[config.mk]
export PLATFORM = sky130hd
export DESIGN_NAME = ps2_key_decoder_flat
export DESIGN_NICKNAME = d
export VERILOG_FILES = /design/src/rtl/ps2_pkg.sv /design/src/rtl/ps2_key_decoder_if.sv /design/src/rtl/ps2_scan_lut.sv /design/src/rtl/ps2_key_decoder.sv /design/src/flat_wrapper.sv
export SDC_FILE = /design/constraint.sdc
export NUM_CORES = 1
export LEC_CHECK = 0
export ABC_AREA = 1
export BUFFER_PORTS_ARGS = -buffer_cell sky130_fd_sc_hd__buf_2
export CORE_UTILIZATION = 25
export DETAILED_ROUTE_END_ITERATION = 6
export GPL_ROUTABILITY_DRIVEN = 0
export MAX_ROUTING_LAYER = met4
export PLACE_DENSITY_LB_ADDON = 0.15
export SYNTH_ARGS = -nofsm -noshare
export SYNTH_HDL_FRONTEND = slang
export SYNTH_SLANG_ARGS = --single-unit
[constraint.sdc]
create_clock -name clk -period 3.36 [get_ports clk]
set_input_delay 0.672 -clock clk [delete_from_list [all_inputs] [get_ports clk]]
set_output_delay 0.672 -clock clk [all_outputs]
set_load 0.05 [all_outputs]
[src/rtl/ps2_pkg.sv]
// Shared constants, FSM state type and case helper for the PS/2 Set-2 key decoder.
package ps2_pkg;

  localparam logic [7:0] SC_F0     = 8'hF0;
  localparam logic [7:0] SC_E0     = 8'hE0;
  localparam logic [7:0] SC_LSHIFT = 8'h12;
  localparam logic [7:0] SC_RSHIFT = 8'h59;
  localparam logic [7:0] SC_CAPS   = 8'h58;
  localparam logic [7:0] SC_SPACE  = 8'h29;
  localparam logic [7:0] SC_ENTER  = 8'h5A;
  localparam logic [7:0] SC_BKSP   = 8'h66;

  localparam logic [7:0] ASC_NUL      = 8'h00;
  localparam logic [7:0] ASC_BS       = 8'h08;
  localparam logic [7:0] ASC_CR       = 8'h0D;
  localparam logic [7:0] ASC_SPACE    = 8'h20;
  localparam logic [7:0] ASC_ZERO     = 8'h30;
  localparam logic [7:0] ASC_UPPER_A  = 8'h41;
  localparam logic [7:0] ASC_CASE_OFS = 8'h20;

  typedef enum logic [1:0] {
    ST_IDLE    = 2'd0,
    ST_BRK     = 2'd1,
    ST_EXT     = 2'd2,
    ST_EXT_BRK = 2'd3
  } ps2_state_e;

  // Letters arrive from the table in uppercase; lowercase them unless upper is requested.
  function automatic logic [7:0] apply_case(input logic [7:0] base,
                                            input logic       is_letter,
                                            input logic       upper);
    apply_case = (is_letter && !upper) ? (base + ASC_CASE_OFS) : base;
  endfunction

endpackage

[src/rtl/ps2_key_decoder_if.sv]
// Scan-byte input stream and ASCII output stream of the key decoder.
// Both streams: a transfer happens on a rising clk edge where valid && ready are both high.
interface ps2_key_decoder_if;
  logic       code_valid;
  logic [7:0] code_data;
  logic       code_ready;
  logic       out_valid;
  logic [7:0] out_ascii;
  logic       out_ready;

  modport master (
    output code_valid, code_data, out_ready,
    input  code_ready, out_valid, out_ascii
  );

  modport slave (
    input  code_valid, code_data, out_ready,
    output code_ready, out_valid, out_ascii
  );
endinterface

[src/rtl/ps2_scan_lut.sv]
// Combinational Set-2 scan byte to ASCII table: digits, letters (uppercase), space, enter, backspace.
module ps2_scan_lut
  import ps2_pkg::*;
(
  input  logic [7:0] code_i,
  output logic       mapped_o,
  output logic       is_letter_o,
  output logic [7:0] base_ascii_o
);

  logic [4:0] letter_idx;
  logic       letter_hit;
  logic [3:0] digit_val;
  logic       digit_hit;

  always_comb begin
    letter_hit = 1'b1;
    letter_idx = 5'd0;
    case (code_i)
      8'h1C: letter_idx = 5'd0;
      8'h32: letter_idx = 5'd1;
      8'h21: letter_idx = 5'd2;
      8'h23: letter_idx = 5'd3;
      8'h24: letter_idx = 5'd4;
      8'h2B: letter_idx = 5'd5;
      8'h34: letter_idx = 5'd6;
      8'h33: letter_idx = 5'd7;
      8'h43: letter_idx = 5'd8;
      8'h3B: letter_idx = 5'd9;
      8'h42: letter_idx = 5'd10;
      8'h4B: letter_idx = 5'd11;
      8'h3A: letter_idx = 5'd12;
      8'h31: letter_idx = 5'd13;
      8'h44: letter_idx = 5'd14;
      8'h4D: letter_idx = 5'd15;
      8'h15: letter_idx = 5'd16;
      8'h2D: letter_idx = 5'd17;
      8'h1B: letter_idx = 5'd18;
      8'h2C: letter_idx = 5'd19;
      8'h3C: letter_idx = 5'd20;
      8'h2A: letter_idx = 5'd21;
      8'h1D: letter_idx = 5'd22;
      8'h22: letter_idx = 5'd23;
      8'h35: letter_idx = 5'd24;
      8'h1A: letter_idx = 5'd25;
      default: letter_hit = 1'b0;
    endcase
  end

  always_comb begin
    digit_hit = 1'b1;
    digit_val = 4'd0;
    case (code_i)
      8'h45: digit_val = 4'd0;
      8'h16: digit_val = 4'd1;
      8'h1E: digit_val = 4'd2;
      8'h26: digit_val = 4'd3;
      8'h25: digit_val = 4'd4;
      8'h2E: digit_val = 4'd5;
      8'h36: digit_val = 4'd6;
      8'h3D: digit_val = 4'd7;
      8'h3E: digit_val = 4'd8;
      8'h46: digit_val = 4'd9;
      default: digit_hit = 1'b0;
    endcase
  end

  always_comb begin
    mapped_o     = 1'b1;
    is_letter_o  = 1'b0;
    base_ascii_o = ASC_NUL;
    if (letter_hit) begin
      is_letter_o  = 1'b1;
      base_ascii_o = ASC_UPPER_A + {3'b000, letter_idx};
    end else if (digit_hit) begin
      base_ascii_o = ASC_ZERO + {4'h0, digit_val};
    end else if (code_i == SC_SPACE) begin
      base_ascii_o = ASC_SPACE;
    end else if (code_i == SC_ENTER) begin
      base_ascii_o = ASC_CR;
    end else if (code_i == SC_BKSP) begin
      base_ascii_o = ASC_BS;
    end else begin
      mapped_o = 1'b0;
    end
  end

endmodule

[src/rtl/ps2_key_decoder.sv]
// Stateful PS/2 Set-2 decoder: prefix FSM, shift/caps tracking, held-key repeat filter,
// and a show-ahead output FIFO of case-correct ASCII.
module ps2_key_decoder
  import ps2_pkg::*;
#(
  parameter int FIFO_DEPTH = 8,
  parameter bit REPEAT_EN  = 1'b0,
  parameter int CNT_W      = 8
) (
  input  logic             clk,
  input  logic             clrn,
  ps2_key_decoder_if.slave bus,
  output logic             shift_o,
  output logic             caps_o,
  output logic [7:0]       held_code,
  output logic [CNT_W-1:0] press_cnt,
  output ps2_state_e       state_o
);

  localparam int AW = (FIFO_DEPTH > 1) ? $clog2(FIFO_DEPTH) : 1;

  ps2_state_e       state_q;
  logic             lshift_q, rshift_q, caps_q, caps_held_q;
  logic [7:0]       held_q;
  logic [CNT_W-1:0] cnt_q;

  logic [7:0]    mem_q [FIFO_DEPTH];
  logic [AW-1:0] wr_ptr_q, rd_ptr_q;
  logic [AW:0]   count_q;

  logic       fifo_full, fifo_empty, accept, pop;
  logic       lut_mapped, lut_letter;
  logic [7:0] lut_base;
  logic       push_d;
  logic [7:0] char_d;

  assign fifo_full  = (count_q == (AW+1)'(FIFO_DEPTH));
  assign fifo_empty = (count_q == '0);
  assign accept     = bus.code_valid && !fifo_full;
  assign pop        = bus.out_ready && !fifo_empty;

  assign bus.code_ready = !fifo_full;
  assign bus.out_valid  = !fifo_empty;
  assign bus.out_ascii  = fifo_empty ? ASC_NUL : mem_q[rd_ptr_q];

  assign shift_o   = lshift_q | rshift_q;
  assign caps_o    = caps_q;
  assign held_code = held_q;
  assign press_cnt = cnt_q;
  assign state_o   = state_q;

  ps2_scan_lut u_lut (
    .code_i       (bus.code_data),
    .mapped_o     (lut_mapped),
    .is_letter_o  (lut_letter),
    .base_ascii_o (lut_base)
  );

  // Case uses modifier state from before this byte; a held key only re-emits with REPEAT_EN.
  always_comb begin
    push_d = 1'b0;
    char_d = apply_case(lut_base, lut_letter, shift_o ^ caps_q);
    if (accept && state_q == ST_IDLE && lut_mapped &&
        (REPEAT_EN || bus.code_data != held_q)) begin
      push_d = 1'b1;
    end
  end

  always_ff @(posedge clk or negedge clrn) begin
    if (!clrn) begin
      state_q     <= ST_IDLE;
      lshift_q    <= 1'b0;
      rshift_q    <= 1'b0;
      caps_q      <= 1'b0;
      caps_held_q <= 1'b0;
      held_q      <= 8'h00;
      cnt_q       <= '0;
    end else begin
      if (accept) begin
        case (state_q)
          ST_IDLE: begin
            if (bus.code_data == SC_F0) begin
              state_q <= ST_BRK;
            end else if (bus.code_data == SC_E0) begin
              state_q <= ST_EXT;
            end else if (bus.code_data == SC_LSHIFT) begin
              lshift_q <= 1'b1;
            end else if (bus.code_data == SC_RSHIFT) begin
              rshift_q <= 1'b1;
            end else if (bus.code_data == SC_CAPS) begin
              // Typematic caps makes must not keep toggling the lock.
              if (!caps_held_q) caps_q <= ~caps_q;
              caps_held_q <= 1'b1;
            end else if (push_d) begin
              held_q <= bus.code_data;
            end
          end
          ST_BRK: begin
            state_q <= ST_IDLE;
            if (bus.code_data == SC_LSHIFT) lshift_q <= 1'b0;
            if (bus.code_data == SC_RSHIFT) rshift_q <= 1'b0;
            if (bus.code_data == SC_CAPS)   caps_held_q <= 1'b0;
            if (bus.code_data == held_q)    held_q <= 8'h00;
          end
          ST_EXT: begin
            state_q <= (bus.code_data == SC_F0) ? ST_EXT_BRK : ST_IDLE;
          end
          default: begin
            state_q <= ST_IDLE;
          end
        endcase
      end
      if (push_d) cnt_q <= cnt_q + CNT_W'(1);
    end
  end

  always_ff @(posedge clk or negedge clrn) begin
    if (!clrn) begin
      wr_ptr_q <= '0;
      rd_ptr_q <= '0;
      count_q  <= '0;
      for (int i = 0; i < FIFO_DEPTH; i++) mem_q[i] <= 8'h00;
    end else begin
      if (push_d) begin
        mem_q[wr_ptr_q] <= char_d;
        wr_ptr_q        <= wr_ptr_q + AW'(1);
      end
      if (pop) rd_ptr_q <= rd_ptr_q + AW'(1);
      case ({push_d, pop})
        2'b10:   count_q <= count_q + (AW+1)'(1);
        2'b01:   count_q <= count_q - (AW+1)'(1);
        default: count_q <= count_q;
      endcase
    end
  end

endmodule

[src/flat_wrapper.sv]
// flat-port wrapper written by rule: the top's interface ports become plain ports
module ps2_key_decoder_flat import ps2_pkg::*;
#(
  parameter int FIFO_DEPTH = 8,
  parameter bit REPEAT_EN  = 1'b0,
  parameter int CNT_W      = 8
)
  (clk, clrn, shift_o, caps_o, held_code, press_cnt, state_o, bus_code_valid, bus_code_data, bus_out_ready, bus_code_ready, bus_out_valid, bus_out_ascii);
  ps2_key_decoder_if bus_i ();
  input  logic clk;
  input  logic clrn;
  output logic shift_o;
  output logic caps_o;
  output logic [7:0] held_code;
  output logic [CNT_W-1:0] press_cnt;
  output ps2_state_e state_o;
  input wire logic [$bits(bus_i.code_valid)-1:0] bus_code_valid;
  input wire logic [$bits(bus_i.code_data)-1:0] bus_code_data;
  input wire logic [$bits(bus_i.out_ready)-1:0] bus_out_ready;
  output wire logic [$bits(bus_i.code_ready)-1:0] bus_code_ready;
  output wire logic [$bits(bus_i.out_valid)-1:0] bus_out_valid;
  output wire logic [$bits(bus_i.out_ascii)-1:0] bus_out_ascii;
  assign bus_i.code_valid = bus_code_valid;
  assign bus_i.code_data = bus_code_data;
  assign bus_i.out_ready = bus_out_ready;
  assign bus_code_ready = bus_i.code_ready;
  assign bus_out_valid = bus_i.out_valid;
  assign bus_out_ascii = bus_i.out_ascii;
  ps2_key_decoder #(.FIFO_DEPTH(FIFO_DEPTH), .REPEAT_EN(REPEAT_EN), .CNT_W(CNT_W)) u_core (.clk(clk), .clrn(clrn), .bus(bus_i), .shift_o(shift_o), .caps_o(caps_o), .held_code(held_code), .press_cnt(press_cnt), .state_o(state_o));
endmodule
==> results of run 1 <==
==> registers in the layout (all words and copies together), names as in the netlist <==
register / flops
u_core.count_q: 4
u_core.press_cnt: 8
u_core.caps_held_q: 1
u_core.caps_o: 1
u_core.rshift_q: 1
u_core.wr_ptr_q: 3
u_core.rd_ptr_q: 3
u_core.state_o: 2
u_core.held_code: 8
u_core.lshift_q: 1
u_core.mem_q: 64
==> cells in the final DEF (no fill, tap or decap), types with 2 or more instances in the layout <==
master	netlist	final
nand2_1	287	287
dfrtp_1	96	96
nor2_1	80	80
inv_1	70	70
o21ai_0	68	68
buf_2	4	40
a21oi_1	37	37
nand3_1	30	30
nand4_1	11	11
buf_4	0	11
nor2_2	10	10
o21ai_1	9	9
xor2_1	9	9
clkbuf_16	0	9
a31oi_1	8	8
inv_2	8	8
nand2_2	8	8
ha_1	8	8
nor3_1	7	7
or2_2	6	6
xnor2_1	6	6
o21ai_2	5	5
nor2_4	3	3
clkinv_1	2	2
nand3b_1	2	2
nand2_4	2	2
a31o_2	2	2
inv_6	0	2
inv_8	0	2
clkinv_4	0	2
==> path summary, 6_finish.rpt <==
kind / startpoint / to
setup reg to reg: u_core.state_o[1] / u_core.count_q[3]
min in group clk: u_core.mem_q[29] / u_core.mem_q[29]
max in group asynchronous: clrn / u_core.state_o[1]
hold / removal: clrn / u_core.mem_q[54]
setup / recovery: u_core.rd_ptr_q[1] / bus_out_ascii[0]
hold reg to reg: u_core.mem_q[29] / u_core.mem_q[29]
==> cells by family after synthesis <==
kind of cell             Yosys count  synth area share
flip-flops                        96            0.4227
buffers and inverters             99           0.07354
adder cells (fa/ha/maj)            8           0.01761
AO/OA/AOI/OAI                    136            0.1295
XOR/XNOR                          15           0.02312
AND/OR/NAND/NOR                  450            0.3336
==> critical path: cells and delay by family (launching register included) <==
family / cells / cell delay, ns
buffers and inverters: 2 / 0.76
AO/OA/AOI/OAI: 3 / 0.64
AND/OR/NAND/NOR: 2 / 0.23
flip-flops: 1 / 0.35
==> power by group <==
part / switching [mW] / leakage (nW) / total (mW) / internal [mW]
logic: 1.80 / 2.10 / 2.46 / 0.658
registers: 0.194 / 1.18 / 1.63 / 1.44
clock network: 0.512 / 0.147 / 1.05 / 0.542
==> final cells by class <==
| cell class | count | area, um^2 | share of cell area |
|---|---|---|---|
| Inverter | 81 | 306.5 | 0.04701 |
| Tap cell | 280 | 350.3 | 0.05372 |
| Sequential cell | 96 | 2402 | 0.3684 |
| Multi-Input combinational cell | 609 | 2863 | 0.4390 |
| Clock buffer | 10 | 239.0 | 0.03665 |
| Timing Repair Buffer | 52 | 302.8 | 0.04643 |
| Clock inverter | 6 | 57.56 | 0.008826 |
==> metrics by stage <==
step	total power, mW	area, um^2	utilization
after floorplan	3.454	5683	-
after global placement	4.144	6225	0.2826
after detailed placement	4.140	6225	0.2826
after CTS	5.221	6521	0.2961
after global routing	5.543	6521	0.2961
final	5.144	6521	0.2961
==> per-layer routing <==
metal	vias to the layer above	GRT usage	part of all wire
met2	93	0.2499	0.46
met3	11	0.02844	0.033
met5	-	-	0
met4	0	0.03367	0.011
li1	2658	-	-
met1	2314	0.1939	0.49
==> impl_results.md, run 1 <==
* Status: finished, violations left
* Failing checks: design-rule violations
* Final hold slack at 0.3760 ns
* Tmin final at 3.005 ns
* Top FF cell, synth: dfrtp_1
* Post-synth EDFFs at 0
* Post-DR vias/cell at 4.476
* Initial antenna violation count at 0
* Reg clk slew, reported paths at 0.08 ns
* Clk root buf: clkbuf_16
* Area Growth Syn to Fin at 14.75%
* CTS H-tree depth at 3
* Pwr Density at 788.8 nW/um^2
* Mapped Nets at 824
* Critical path data required time at 2.69 ns
* Clk_lat worst skew at 0.35 ns
* Setup-failing EPs final at 0
* Die area at 23340 um^2
* Setup TNS at 0 ns
* CTS Hold Bufs at 0
* Worst Path Arrival at 2.33 ns
* Seq/Total Area, Yosys at 0.4227
* Max-cap violation count at 0
* Layout cells sized above 1 at 0.1347
* FF-to-FF path depth at 13
* Num Clock Sinks at 96
* Area leader, netlist: dfrtp_1
* Core area at 22030 um^2
* Drt wl/cell at 14.60 um
* Register bit count reported by yosys at 96
* Post-synthesis cell area at 5683 um^2
* Port-buffer cells at 41
* Share of flip-flops with an asynchronous set or reset at 1.000
* N_diodes at 0
* Via count at 5076
* HP Class: in2async
* FP Rows at 54
* Post-synth top cells: nand2_1, dfrtp_1, nor2_1
* Average size of a mapped cell at 7.068 um^2
* Initial core utilization at 0.2580
* IO Pins at 42
* Setup WS post-layout at 0.3550 ns
* Critical path capture point type: output port
* Clock tree buffer depth at 2
* Most frequent cell after synthesis: nand2_1
* Slowest cell on the critical path: clkinv_1
* Max incr delay on CP at 0.45 ns
* Leakage power at 3.433 nW
* RSZ-0062 raised after global routing: false
* Synth Instances at 804
* Synth top area cells: dfrtp_1, nand2_1, o21ai_0
* VDD IR max at 698.9 uV
* DRC at 3
* Startpoint Class: flip-flop
* Relative slew slack at 0.5031
* Slew Limit Fails at 0
* Tightest Pin Transition at 0.7454 ns
* Fillers at 2441
* Layout Cells excl Fill at 1134
* Period utilization at 0.8944
* DP HPWL at 11840 um
* Fin. Hold Viols at 0
* CTS tree: yes
* Die Span Y at 152.8 um
* Remaining global-route overflow at 0
* Vias in the first global route at 4982
* Initial DRC Count at 296
* Critical Path, Cell by Cell: clkinv_1 -> a21oi_1 -> o21ai_0 -> nand3_1 -> nand2_1 -> a31oi_1 -> buf_2
* Largest net degree at the start of global routing at 54
* Setup WS pre-CTS at 0.3380 ns
* Final net count at 869
* Global Route Usage Sum at 0.1523
* Routed Antenna Nets at 0
* CP max FO at 17
* DIE WIDTH at 152.8 um
* Netlist cell types at 40
* CTS resizes at 0
* WS Path Type: reg2out
* Synth top area share at 0.4227
* Highest Clock Rate at 332.8 MHz
* Pre-Repair DR Iteration Count at 7
* Yosys warning total at 0
* First-pass GRT wire length at 26900 um
* Clock skew at 0.008848 ns
* CTS Buf Count at 9
* R2r setup slk at 0.78 ns
* Final WL at 16560 um
* Post-CTS Setup Bufs at 0
* Placed Cells at 1118
Power figures use the tool's default switching activity.
==> run 2: changes to the inputs <==
Settings changed: MAX_ROUTING_LAYER met4 to unset.
==> run 2 against run 1 <==
Net effect:
- the flow still finishes with violations (design-rule violations)
- combinational power about the same
- sequential share of layout area is the same
- design area unchanged
- sequential power barely moved
- critical path depth unchanged
- die area did not move
- largest cell class unchanged
==> impl_results.md, run 2 (synthesis results as in run 1) <==
* Via count at 5067
* Num Clock Sinks at 96
* Total power at 5.148 mW
* Clock skew at 0.01177 ns
* Placed inst area at 6225 um^2
* Final net count at 869
* Status: finished, violations left
* Multi-input gate area at 2863 um^2
* DRC at 3
* Largest net degree at the start of global routing at 54
* Max-cap violation count at 0
* Clock tree buffer depth at 2
* Leakage power at 3.433 nW
* Remaining global-route overflow at 0
* Period utilization at 0.8954
* Setup-failing EPs final at 0
* Vias in the first global route at 4981
* Initial DRC Count at 275
* Post-CTS Setup Bufs at 0
* Pre-Repair DR Iteration Count at 7
* Most flops, register: u_core.mem_q
* Core area at 22030 um^2
* Reg clk slew, reported paths at 0.08 ns
* HP Class: in2async
* Relative slew slack at 0.5023
* Highest Clock Rate at 332.4 MHz
* Global Route Usage Sum at 0.1478
* First-pass GRT wire length at 26900 um
* CTS H-tree depth at 3
* Worst Path Arrival at 2.34 ns
* Tightest Pin Transition at 0.7438 ns
* Clk_lat worst skew at 0.36 ns
* FP Rows at 54
* Fin. Hold Viols at 0
* Area Growth Syn to Fin at 14.75%
* Tmin final at 3.009 ns
* Setup WS pre-CTS at 0.3380 ns
* Port-buffer cells at 41
* CP max FO at 23
* N_diodes at 0
* Drt wl/cell at 14.62 um
* VDD IR max at 698.7 uV
* Critical path data required time at 2.69 ns
* Commonest non-fill, non-tap cell in the layout: nand2_1
* RSZ-0062 raised after global routing: false
* Initial antenna violation count at 0
* Most frequent cells in the layout: nand2_1, dfrtp_1, nor2_1
* CTS tree: yes
* Reg2Reg Launch Point: u_core.state_o[1]
* Finished Cell Area at 6521 um^2
* DIE WIDTH at 152.8 um
* WS Path Type: reg2out
* Routed Antenna Nets at 0
* Max reg flops at 64
* CTS resizes at 0
* R2r setup slk at 0.77 ns
* Worst R2R End: u_core.count_q[3]
* DP HPWL at 11840 um
* CTS Buf Count at 9
* FF-to-FF path depth at 13
* Die Span Y at 152.8 um
* Setup WS post-layout at 0.3513 ns
* Register Area at 2402 um^2
* IO Pins at 42
* Pwr Density at 789.4 nW/um^2
* Clk root buf: clkbuf_16
* Critical path capture point type: output port
* Failing checks: design-rule violations
* Initial core utilization at 0.2580
* Startpoint Class: flip-flop
* Die area at 23340 um^2
* CTS Hold Bufs at 0
* Slew Limit Fails at 0
* Layout cells sized above 1 at 0.1347
* Finished Core Util at 0.2961
* Final WL at 16580 um
* Setup TNS at 0 ns
* Fillers at 2441
* Post-DR vias/cell at 4.468
run 2: cell counts in the layout (fill, tap and decap cells not counted):
Identical to the previous run, type by type.
run 2: worst max path at each step:
stage	startpoint	endpoint	slack, ns	cells past startpoint
CTS	u_core.rd_ptr_q[1]	bus_out_ascii[0]	0.35	7
floorplan	bus_code_data[5]	u_core.count_q[2]	0.37	21
global placement	bus_code_data[2]	u_core.count_q[2]	0.32	19
detailed placement	bus_code_data[2]	u_core.count_q[2]	0.34	19
global route	u_core.rd_ptr_q[1]	bus_out_ascii[0]	0.15	7
finish	u_core.rd_ptr_q[0]	bus_out_ascii[2]	0.35	7
run 2: through the flow:
step / instances / hold WS (ns)
after floorplan: 804 / 0.3764
final: 1134 / 0.3693
after global placement: 1118 / 0.4493
after global routing: 1134 / 0.4292
after detailed placement: 1118 / 0.4535
after CTS: 1134 / 0.4054
run 2: report_power, final:
group / internal (mW) / switching (mW) / leakage [nW]
clock network: 0.542 / 0.515 / 0.147
registers: 1.44 / 0.195 / 1.18
logic: 0.658 / 1.80 / 2.10
total: 2.64 / 2.51 / 3.43
run 2: layout make-up:
type                            count  share of cell area
Inverter                           81             0.04701
Timing Repair Buffer               52             0.04643
Tap cell                          280             0.05372
Multi-Input combinational cell    609              0.4390
Clock inverter                      6            0.008826
Clock buffer                       10             0.03665
Sequential cell                    96              0.3684
run 2: per-layer routing:
layer  vias to the layer above  track usage  part of all wire  wire, um
met2                        85       0.2488              0.46      7708
met1                      2309       0.1946              0.49      8178
met5                         -            0                 0         0
li1                       2661            -                 -         -
met3                        12      0.02901             0.031       512
met4                         0      0.03367             0.011       177
run 2: critical path, stage by stage (launching register included):
cell and delay, ns:
dfrtp_1 0.38, inv_1 0.52, buf_4 0.29, o21ai_0 0.12, nand3_1 0.12, nand2_1 0.07, a31oi_1 0.19, buf_2 0.29
